--- config.mk ---
export PLATFORM = sky130hd
export DESIGN_NAME = reg_wb_sched
export DESIGN_NICKNAME = d
export VERILOG_FILES = /design/src/rtl/reg_wb_sched.sv
export SDC_FILE = /design/constraint.sdc
export NUM_CORES = 1
export LEC_CHECK = 0
export CORE_MARGIN = 5
export CORE_UTILIZATION = 39
export DETAILED_ROUTE_END_ITERATION = 12
export DONT_BUFFER_PORTS = 1
export SYNTH_ARGS = -nofsm -noshare
export SYNTH_HDL_FRONTEND = slang
export SYNTH_SLANG_ARGS = --single-unit
export TNS_END_PERCENT = 5
--- constraint.sdc ---
create_clock -name clk -period 1.8 [get_ports clk]
set_clock_uncertainty 0.1 [all_clocks]
set_input_delay 0.36 -clock clk [delete_from_list [all_inputs] [get_ports clk]]
set_output_delay 0.36 -clock clk [all_outputs]
set_load 0.02 [all_outputs]
--- src/rtl/reg_wb_sched.sv ---
// Writeback scheduler and pending-write scoreboard for the 8x16 register file.
// Define WB_FIXED_PRIO_EN for fixed MEM-over-ALU priority instead of round-robin.
module reg_wb_sched (
  input  logic        clk,
  input  logic        rst,
  input  logic        issue_valid,
  input  logic [2:0]  issue_dest,
  output logic        issue_ready,
  input  logic [2:0]  rd_a,
  input  logic [2:0]  rd_b,
  output logic        hazard,
  input  logic        alu_valid,
  input  logic [2:0]  alu_dest,
  input  logic [15:0] alu_data,
  input  logic        alu_hb,
  input  logic        alu_lb,
  output logic        alu_ready,
  input  logic        mem_valid,
  input  logic [2:0]  mem_dest,
  input  logic [15:0] mem_data,
  input  logic        mem_hb,
  input  logic        mem_lb,
  output logic        mem_ready,
  output logic        rf_we,
  output logic [2:0]  rf_dest,
  output logic [15:0] rf_data,
  output logic        rf_hb,
  output logic        rf_lb,
  output logic [7:0]  busy,
  output logic        wb_err
);
  logic [7:0]  busy_q, busy_d;
  logic        wb_err_q, wb_err_d;
  logic        rf_we_q, rf_we_d;
  logic [2:0]  rf_dest_q, rf_dest_d;
  logic [15:0] rf_data_q, rf_data_d;
  logic        rf_hb_q, rf_hb_d, rf_lb_q, rf_lb_d;
  logic        alu_gnt, mem_gnt;

  assign issue_ready = !busy_q[issue_dest];
  assign hazard      = busy_q[rd_a] | busy_q[rd_b];

`ifdef WB_FIXED_PRIO_EN
  assign alu_gnt = alu_valid & !mem_valid;
`else
  typedef enum logic {LAST_ALU = 1'b0, LAST_MEM = 1'b1} last_e;
  last_e last_q;

  // Tie goes to whoever was not granted most recently.
  assign alu_gnt = alu_valid & (!mem_valid | (last_q == LAST_MEM));

  always_ff @(posedge clk) begin
    if (rst)          last_q <= LAST_MEM;
    else if (alu_gnt) last_q <= LAST_ALU;
    else if (mem_gnt) last_q <= LAST_MEM;
  end
`endif
  assign mem_gnt   = mem_valid & !alu_gnt;
  assign alu_ready = alu_gnt;
  assign mem_ready = mem_gnt;

  always_comb begin
    busy_d    = busy_q;
    wb_err_d  = wb_err_q;
    rf_we_d   = alu_gnt | mem_gnt;
    rf_dest_d = rf_dest_q;
    rf_data_d = rf_data_q;
    rf_hb_d   = rf_hb_q;
    rf_lb_d   = rf_lb_q;
    // Clear lands on the same edge the register file commits the data.
    if (rf_we_q) begin
      if (!busy_q[rf_dest_q]) wb_err_d = 1'b1;
      busy_d[rf_dest_q] = 1'b0;
    end
    if (issue_valid && issue_ready) busy_d[issue_dest] = 1'b1;
    if (alu_gnt) begin
      rf_dest_d = alu_dest;
      rf_data_d = alu_data;
      rf_hb_d   = alu_hb;
      rf_lb_d   = alu_lb;
    end else if (mem_gnt) begin
      rf_dest_d = mem_dest;
      rf_data_d = mem_data;
      rf_hb_d   = mem_hb;
      rf_lb_d   = mem_lb;
    end
  end

  always_ff @(posedge clk) begin
    if (rst) begin
      busy_q    <= '0;
      wb_err_q  <= 1'b0;
      rf_we_q   <= 1'b0;
      rf_dest_q <= '0;
      rf_data_q <= '0;
      rf_hb_q   <= 1'b0;
      rf_lb_q   <= 1'b0;
    end else begin
      busy_q    <= busy_d;
      wb_err_q  <= wb_err_d;
      rf_we_q   <= rf_we_d;
      rf_dest_q <= rf_dest_d;
      rf_data_q <= rf_data_d;
      rf_hb_q   <= rf_hb_d;
      rf_lb_q   <= rf_lb_d;
    end
  end

  assign busy    = busy_q;
  assign wb_err  = wb_err_q;
  assign rf_we   = rf_we_q;
  assign rf_dest = rf_dest_q;
  assign rf_data = rf_data_q;
  assign rf_hb   = rf_hb_q;
  assign rf_lb   = rf_lb_q;
endmodule
Word-level counts from Yosys, hierarchy flattened
Index checks and enable logic that the tools add are counted.
- input bits: 56
- flip-flop bits (word level): 32
- word-level logic and storage cells: 55
- output and inout bits: 35
- bitwise gates (word level): 9
- multiplexer cells: 24
- order comparisons: 6
- reductions and logical operators: 8
- operators with widths (kind ; number):
    16-bit 2-to-1 mux ; 2
    3-bit by 4-bit less-than comparator with 1-bit output (second input constant) ; 4
    8-bit 2-to-1 mux ; 2
    1-bit binary-select mux with 3-bit select ; 4
    1-bit 2-to-1 mux ; 12
    8-bit bitwise AND ; 1
    8-bit inverter ; 1
    8-bit OR ; 1
    1-bit demux with 3-bit select ; 2
    3-bit by 1-bit greater-or-equal comparator with 1-bit output (second input constant) ; 2
    3-bit 2-to-1 mux ; 2
    1-bit logical AND ; 3
    1-bit logical NOT ; 3
    1-bit OR ; 3
    1-bit bitwise AND ; 2
    2-bit AND reduction ; 1
    2-bit nonzero test ; 1
    1-bit inverter ; 1

Logic depth before layout (Yosys ltp)
- depth after elaboration: 9
- mapped depth: 5
- depth with buffers taken out: 3

Worst setup path before layout
OpenSTA, ideal clock, no wires.
- path type: input -> output
- from: input port issue_dest[0]
- to: output port issue_ready
- data arrival time: 1.262 ns
- path buffers: 1
- slack: 0.078 ns
- stages on the path: 4
- required time: 1.340 ns
- cells stage by stage: clkbuf_1 > mux2i_1 > o21ai_0 > a2bb2oi_1
- cells in the longest elaborated chain, start to end: 3
- RTL lines (element ; RTL line ; text):
    start: declaration ; 7 ; input logic [2:0] issue_dest,
    1-bit binary-select mux with 3-bit select ; 40 ; assign issue_ready = !busy_q[issue_dest];
    1-bit 2-to-1 mux (not written as such) ; 40 ;
    1-bit logical NOT ; 40 ;
    end: declaration ; 8 ; output logic issue_ready,
No other way between the ends. The select of a mux whose other input is x is not followed.

Final worst setup path
- from: register busy_q[7] (netlist: busy[7])
- to: output port hazard
- cells in the longest elaborated chain, start to end: 3
- elaborated cells between the ends (all ways): 5
- those cells by class: mux (4); bitwise (1)
- RTL lines (element ; RTL line ; text):
    start: declaration ; 32 ; logic [7:0] busy_q, busy_d;
    start signal: assignment ; 99 ; busy_q <= busy_d;
    1-bit binary-select mux with 3-bit select ; 41 ; assign hazard = busy_q[rd_a] | busy_q[rd_b];
    1-bit 2-to-1 mux (not written as such) ; 41 ;
    1-bit OR (*) ; 41 ;
    end: declaration ; 11 ; output logic hazard,
Every way passes the cells marked *; elsewhere a longest branch is shown, timed or not. The select of a mux whose other input is x is not followed.

==> results.md <==
- Run status: finished with violations
- Failing checks: setup timing
- Register area share after synthesis: 36.3%
- CTS tree: done
- Num rows: 24
- Fmax: 527 MHz
- Slew margin rel.: 75.1%
- H-tree depth: 2
- Fin Setup TNS: -0.146 ns
- Die area: 5970 um^2
- Syn nets: 257
- Async SR Flop Fraction: 0%
- Synthesized area: 1770 um^2
- Post-synth top area cell: dfxtp_1
- LEAKAGE: 0.707 nW
- Top cell type's share of synthesized area: 36.3%
- Post-layout nets: 263
- Final setup violation count: 2
- Die Span X: 77.3 um
- Synth Flop Type: dfxtp_1
- Ports: 91
- Switch Pwr: 489 uW
- YS warnings: 0
- Distinct cells, synth: 34
- Detailed router's first-iteration violation count: 55
- Synthesized flop and latch total: 32
- DR vias: 1653
- Max-cap check violation count: 0
- Shortest clock period the worst path allows after layout: 1.90 ns
- Root buf cell: clkbuf_8
- Share of layout cells above drive strength 1: 20.8%
- Core footprint: 4380 um^2
- First-pass DRT Iterations: 4
- Class of the worst hold path: in2reg
- CP max stage cell: mux4_2
- RSZ-0062 raised after global routing: true
- Synth top area cells: dfxtp_1, nor3_1, a221oi_1
- GR Overflow Total: 0
- Final WS setup: -0.0958 ns
- Tcrit/Tclk final: 105%
- Clock sink total: 32
- Gate power share: 15.6%
- Slew @ Worst Pin: 0.373 ns
- Worst path max stage delay: 0.46 ns
- Drt total wl: 5330 um
- Post-synth EDFFs: 0
- Finished Cell Area: 1980 um^2
- Post-CTS setup buffers: 0
- Antenna viol nets, final: 0
- Die H: 77.3 um
- Largest net degree at the start of global routing: 47
- Clock Power Share: 32.3%
- Worst path bufs/invs: 0
- CP max FO: 7
- DRC: 0
- Kind of critical path: reg2out
- Crit. End Element: output port
- Worst vdd rail ir drop: 469 uV
- Wirelength per Cell: 20.6 um
- Initial antenna violation count: 0
- Crit start category: flip-flop
- CTS Buf Count: 5
- Number of global-route vias before repair: 1755
- Clock latency at the later pin of the worst-skew pair: 0.28 ns
- RD Place Congestion: 0.815
- Area after DPL: 1880 um^2
- Internal power: 1.15 mW
- Syn avg cell area: 8.78 um^2
- Starting Density: 40.3%
- Total global-route track usage: 17.8%
- Slew Viols, Final: 0
- Clock Path Buffers: 2
- Hold Fails Final Rpt: 0
- Detailed Place HPWL: 3900 um
- Clock transition at path regs: 0.07 ns
- Mapped Cells: 201
- Cell Chain, Critical Path: mux4_2, mux2i_1, nand2_2
- WP data arrival: 1.44 ns
- Pwr dens: 827 nW/um^2
- Most common cell in the synthesized netlist: nor3_1
- Switching Share: 29.8%
- Seq pwr share: 52.1%
- Worst EP required: 1.34 ns
- Top post-synthesis cells by count: nor3_1, dfxtp_1, nor2b_1
- First-pass GRT wire length: 8740 um
- Antenna diodes: 0
- DR vias/cell: 6.38
- Synth-to-Final Area Change: 12.3%
- CP delay by family, top: multiplexers
- Port bufs: 0
-- metrics by stage --
stage	total power [mW]	worst slack (ns)	util, %	hold slack, ns	instances
after detailed placement	1.13	0.142	42.8	0.341	252
after CTS	1.66	-0.109	45.1	0.0355	259
after floorplan	1.08	0.0784	-	0.339	201
after global routing	1.73	-0.141	45.2	0.0293	259
after global placement	1.12	0.215	42.8	0.337	252
final	1.64	-0.0958	45.2	0.0461	259
-- final timing paths --
| path | from | end | slack [ns] | cells after the start |
|---|---|---|---|---|
| setup / recovery | busy[7] | hazard | -0.1 | 3 |
| hold / removal | rst | rf_data[11] | 0.05 | 1 |
| setup reg to reg | busy[5] | wb_err | 0.34 | 4 |
| hold reg to reg | busy[2] | busy[2] | 0.41 | 1 |
-- cell type report --
type	count	area [um^2]
repair buffers	18	135
inverters	4	15.0
flip-flops and latches	32	654
multi-input cells	146	1030
well taps	52	65.1
clock inverters	2	12.5
clock buffers	5	68.8
fillers	432	2400
-- registers in the layout, summed over array words and instances (netlist names) --
name	flops
rf_data	16
rf_dest	3
rf_lb	1
busy	8
rf_hb	1
rf_we	1
wb_err	1
last_q	1
-- cell usage in the layout, fill, tap and decap left out, types with 2 or more instances in the layout --
| master | instances |
|---|---|
| o311ai_0 | 2 |
| dfxtp_2 | 5 |
| clkbuf_8 | 5 |
| mux2i_1 | 5 |
| o21ai_1 | 2 |
| dfxtp_1 | 25 |
| o211ai_1 | 6 |
| o31ai_1 | 6 |
| nand2_1 | 8 |
| mux4_2 | 5 |
| o221ai_1 | 2 |
| a221oi_1 | 21 |
| nand2b_1 | 6 |
| nor2b_1 | 22 |
| nor2_1 | 4 |
| nor3_1 | 42 |
| dfxtp_4 | 2 |
| inv_1 | 3 |
| buf_4 | 18 |
-- routing by layer --
| metal | part of all wire (%) | wire length (um) | up-vias | global-route usage, % |
|---|---|---|---|---|
| met2 | 48 | 2550 | 95 | 29.4 |
| met3 | 12 | 641 | 6 | 8.67 |
| met1 | 39 | 2090 | 773 | 19.9 |
| li1 | - | - | 779 | - |
| met5 | 0 | 0 | - | 0 |
| met4 | 0.99 | 53 | 0 | 6.01 |
-- power groups by stage --
stage | combinational [mW] | clock (mW) | sequential (mW)
2_1_floorplan | 0.214 | 0 | 0.867
3_3_place_gp | 0.249 | 0 | 0.868
3_5_place_dp | 0.256 | 0 | 0.869
4_1_cts | 0.258 | 0.549 | 0.854
5_1_grt | 0.283 | 0.587 | 0.861
6_report | 0.256 | 0.529 | 0.854
-- timing repair --
item                       4_1_cts  5_1_grt
pin swaps                        4        0
setup endpoints to repair        2        2
gates resized for setup         10        2
hold buffers                     0        0
-- cell families (layout without fill, tap and decap cells) --
family	Yosys count	in the layout	share of synthesized area [%]
and+or+nand+nor	88	88	26.6
AOI/OAI and AO/OA	47	47	21.4
DFF	32	32	36.3
buffers and inverters	23	29	5.88
muxes	11	11	9.85
(Power assumes the default switching activity.)
